`src/rtl/seq_detect_prog_pkg.sv`:
```
// Shared definitions for the programmable serial pattern detector:
// detection mode encoding and legal parameter ranges.
package seq_detect_prog_pkg;

    typedef enum logic {
        MODE_NONOVL = 1'b0,
        MODE_OVL    = 1'b1
    } mode_e;

    localparam int PAT_W_MIN = 2;
    localparam int PAT_W_MAX = 16;
    localparam int CNT_W_MIN = 1;
    localparam int CNT_W_MAX = 16;

endpackage

```
`src/rtl/seq_detect_prog_sat_counter.sv`:
```
// Saturating up-counter with synchronous clear; clear and increment in the
// same cycle leave the counter at one (clear first, then count).
module seq_detect_prog_sat_counter #(
    parameter int CNT_W = 8
) (
    input  logic             clk,
    input  logic             reset,
    input  logic             inc,
    input  logic             clr,
    output logic [CNT_W-1:0] cnt
);

    // NOTE: sequential state is always updated with <= so every flop samples
    // the pre-edge values of its inputs, independent of statement order.
    always_ff @(posedge clk) begin
        if (reset) begin
            cnt <= '0;
        end else if (clr) begin
            cnt <= inc ? CNT_W'(1) : '0;
        end else if (inc && (cnt != {CNT_W{1'b1}})) begin
            cnt <= cnt + CNT_W'(1);
        end
    end

endmodule

```
`src/rtl/seq_detect_prog.sv`:
```
// Programmable serial pattern detector: pulses z one cycle after the last
// PAT_W valid bits equal the loaded pattern, and counts matches.
module seq_detect_prog
    import seq_detect_prog_pkg::*;
#(
    parameter int  PAT_W  = 4,
    parameter int  CNT_W  = 8,
    localparam int FILL_W = $clog2(PAT_W + 1)
) (
    input  logic              clk,
    input  logic              reset,
    input  logic              x_valid,
    input  logic              x,
    input  logic              overlap,
    input  logic              pat_load,
    input  logic [PAT_W-1:0]  pat_in,
    input  logic              cnt_clr,
    output logic              z,
    output logic [CNT_W-1:0]  match_cnt,
    output logic [FILL_W-1:0] progress
);

    localparam logic [FILL_W-1:0] FILL_FULL = FILL_W'(PAT_W);

    logic [PAT_W-1:0]  history;
    logic [PAT_W-1:0]  pattern;
    logic [FILL_W-1:0] fill;
    logic [PAT_W-1:0]  new_hist;
    logic [FILL_W-1:0] new_fill;
    logic              match;

    // Match is judged on the history/fill this sample would produce.
    // NOTE: every signal gets a default at the top of always_comb so no path
    // leaves it unassigned, which would otherwise infer a latch.
    always_comb begin
        new_hist = history;
        new_fill = fill;
        match    = 1'b0;
        if (!pat_load && x_valid) begin
            new_hist = {history[PAT_W-2:0], x};
            new_fill = (fill == FILL_FULL) ? fill : fill + FILL_W'(1);
            match    = (new_hist == pattern) && (new_fill == FILL_FULL);
        end
    end

    // NOTE: pattern and history are register arrays but still get reset, so
    // the detector behaves as an all-zeros detector straight out of reset.
    always_ff @(posedge clk) begin
        if (reset) begin
            pattern <= '0;
            history <= '0;
            fill    <= '0;
            z       <= 1'b0;
        end else if (pat_load) begin
            pattern <= pat_in;
            history <= '0;
            fill    <= '0;
            z       <= 1'b0;
        end else begin
            history <= new_hist;
            z       <= match;
            fill    <= (match && (mode_e'(overlap) == MODE_NONOVL)) ? '0 : new_fill;
        end
    end

    seq_detect_prog_sat_counter #(
        .CNT_W (CNT_W)
    ) u_match_cnt (
        .clk   (clk),
        .reset (reset),
        .inc   (match),
        .clr   (cnt_clr),
        .cnt   (match_cnt)
    );

    assign progress = fill;

endmodule

```
`config.mk`:
```
export PLATFORM = sky130hd
export DESIGN_NAME = seq_detect_prog
export DESIGN_NICKNAME = d
export VERILOG_FILES = /design/src/rtl/seq_detect_prog_pkg.sv /design/src/rtl/seq_detect_prog_sat_counter.sv /design/src/rtl/seq_detect_prog.sv
export SDC_FILE = /design/constraint.sdc
export NUM_CORES = 1
export LEC_CHECK = 0
export CORE_MARGIN = 4
export CORE_UTILIZATION = 51
export DETAILED_ROUTE_END_ITERATION = 12
export PLACE_DENSITY = 0.9
export SLEW_MARGIN = 5
export SYNTH_ARGS = -nofsm -noshare
export SYNTH_HDL_FRONTEND = slang
export SYNTH_SLANG_ARGS = --single-unit
```
`constraint.sdc`:
```
create_clock -name clk -period 3.7 [get_ports clk]
set_input_delay 0.37 -clock clk [delete_from_list [all_inputs] [get_ports clk]]
set_output_delay 0.37 -clock clk [all_outputs]
set_load 0.05 [all_outputs]
```
==> flow_summary_export.csv <==
group,metric,value,unit
timing,post-route-min-period,2.54,ns
synth,postSynthAreaPerCell,9.07,um2
synth,synth.ff_latch_count,19,
worst_setup_path,cp_slowest_stage_delay,0.60,ns
worst_setup_path,path_buf_inv,1,
synth,synth_area,925,um2
timing,finalSetupViolations,0,
floorplan,fp.dieW,50.6,um
cts,ctsHoldBuffers,0,
synth,seq_area_frac_synth,41.1,%
grt,grt_max_degree,17,
timing,drv_slew,0,
power_and_ir_drop,power_density,299,mW/mm2
routing,wire_per_inst,14.0,um
timing,maxSlewHeadroom,66.0,%
synth,synth_top_flop_cell,"dfxtp_1",
cts,clockBufferDepth,2,
synth,yosysTopAreaCell,"dfxtp_1",
cts,clk_latency,0.30,ns
synth,async_reset_ff_share,0,%
floorplan,core_area,0.00173,mm2
place,dp_cells,146,
routing,vias,858,
floorplan,die_h,50.6,um
timing,worst_pin_slew,0.508,ns
cts,cts_tree,"done",
worst_setup_path,critical_path_class,"flop to flop",
cts,post_cts_resized,0,
worst_setup_path,crit_required,3.94,ns
layout,final_nets,140,
grt,grt_pass1_vias,839,
synth,syn_inst,102,
routing,routed_via_density,5.72,
job,maxCapViolCount,0,
routing,drt_iter0_markers,20,
worst_setup_path,path_delay_family,"simple AND/OR/NAND/NOR gates",
synth,syn-num-nets,116,
floorplan,die-area,0.00256,mm2
place,port_buffers,22,
timing,fin_crit_sh,68.5,%
layout,area_growth_syn_to_layout,28.6,%
timing,hold_viol_final,0,
status,status,"finished, final reports clean",
routing,postRouteAntennaNets,0,
timing,finClkSkew,0.00634,ns
worst_setup_path,crit_slowest_cell,"or4_1",
timing,final.setup.tns,0,ns
synth,synth.most_common_cell,"dfxtp_1",
synth,synth_edf_count,0,
grt,antenna_found_initial,0,
floorplan,initial_core_util,53.6,%
power_and_ir_drop,power.leakage,0.426,nW
cts,cts-root-buf,"clkbuf_4",
layout,diodes,0,
cts,cts.sink_count,19,
cts,htree_num_levels,1,
min_path,hold_class,"flop to flop",
synth,yosys-top-cells-count,"dfxtp_1 (19), nor2_1 (11), mux2i_1 (9), a21oi_1 (7), nand2_1 (7)",
routing,drc_errors,0,
synth,yosys.cell_types.count,31,
cts,numCtsBuffers,3,
grt,grt_pass1_wl,3640,um
worst_setup_path,worstPathArrival,2.77,ns
grt,grt_overflow,0,
place,dp_hpwl,1560,um
synth,synth.top_cell.area_share,41.1,%
layout,drive_gt1_share,4.80,%
worst_setup_path,crit_chain,"inv_1, ha_1, or3b_1, a31oi_1, nand4_2, or4_1, a21oi_1",
worst_setup_path,cp-start-kind,"flop",
routing,dr.pass1.iters,4,
layout,stdcell_count,150,
worst_setup_path,end_kind,"flop",
place,gp_congestion,0.812,
power_and_ir_drop,peakVddDrop,0.000205,V
timing,fmax,0.394,GHz
cts,path_clk_slew,0.11,ns
synth,synth_area_leaders,"dfxtp_1 (41%), mux2i_1 (9.7%), nor2_1 (4.5%)",
routing,wl,2100,um
grt,grt_use_total,18.9,%
timing,rsz0062_at_grt,"false",
floorplan,io_pins,23,
worst_setup_path,crit_fanout,16,
cts,post-cts-setup-buffers,0,
floorplan,rows,15,
synth,yosys_warnings,0,
[layout make-up]
cell class	instances	area (um2)
inverters	3	11.3
clock buffers	4	26.3
multi-input cells	77	519
fillers	150	538
flip-flops and latches	19	380
repair buffers	22	220
well taps	25	31.3
[cell families (layout without fill, tap and decap cells)]
family | after synthesis | count (layout) | share of synthesized area (%)
AO/OA/AOI/OAI | 19 | 19 | 13.8
buffers and inverters | 6 | 29 | 2.71
AND/OR/NAND/NOR | 41 | 41 | 23.8
flip-flops | 19 | 19 | 41.1
multiplexers | 9 | 9 | 9.74
adder cells (fa/ha/maj) | 3 | 3 | 4.06
XOR/XNOR | 5 | 5 | 4.74
[cells in the final DEF, fill, tap and decap left out]
cell	instances
inv_1	3
nand3_1	2
nand2b_1	1
nand2_1	7
and2_1	1
ha_1	3
a31oi_1	1
xor2_1	3
nand4_1	2
and4b_1	1
mux2i_1	9
clkbuf_1	1
or3b_1	1
xnor2_1	2
a21oi_1	7
o41ai_1	3
nand4_2	1
o31ai_1	2
clkdlybuf4s50_1	22
o32ai_1	1
or2_2	1
nor2b_1	1
or4_1	3
clkbuf_4	3
o2111ai_1	1
or3_1	2
or3b_2	1
nor2_1	11
nor3_1	6
o311ai_0	2
o21ai_0	2
dfxtp_1	19
[metal layers]
layer  routed length (um)  track usage (%)
met4                   34             10.8
met3                  100             3.56
met1                  869             21.3
met5                    0                0
met2                 1100             32.8
[worst register-to-register path: stages (launching register included)]
cell     delay, ns
dfxtp_1       0.42
inv_1         0.10
ha_1          0.25
or3b_1        0.38
a31oi_1       0.24
nand4_2       0.33
or4_1         0.60
a21oi_1       0.15
[registers in the layout, summed over array words and instances (netlist names)]
name             cells
history              3
z                    1
pattern              4
progress             3
u_match_cnt.cnt      8
[path summary, 6_finish.rpt]
kind / endpoint / slack (ns) / depth (start not counted) / startpoint
setup / recovery: u_match_cnt.cnt[5] / 1.16 / 7 / progress[0]
hold / removal: u_match_cnt.cnt[1] / 0.51 / 2 / u_match_cnt.cnt[1]
setup reg to reg: u_match_cnt.cnt[5] / 1.16 / 7 / progress[0]
hold reg to reg: u_match_cnt.cnt[1] / 0.51 / 2 / u_match_cnt.cnt[1]
[stage by stage]
step | setup WS [ns] | utilization (%) | total power [mW] | hold slack, ns | instance area, um2
5_1_grt | 0.964 | 68.8 | 0.371 | 0.547 | 1190
3_5_place_dp | 1.03 | 67.3 | 0.252 | 0.494 | 1160
2_1_floorplan | 1.21 | - | 0.235 | 0.480 | 925
6_report | 1.16 | 68.8 | 0.356 | 0.506 | 1190
4_1_cts | 1.15 | 68.8 | 0.357 | 0.510 | 1190
3_3_place_gp | 1.15 | 67.3 | 0.250 | 0.485 | 1160
[power breakdown]
part           switching, mW  total (mW)  internal (mW)
combinational         0.0174      0.0366         0.0192
sequential           0.00285       0.211          0.208
clock                 0.0660       0.108         0.0421
Power figures use the tool's default switching activity.
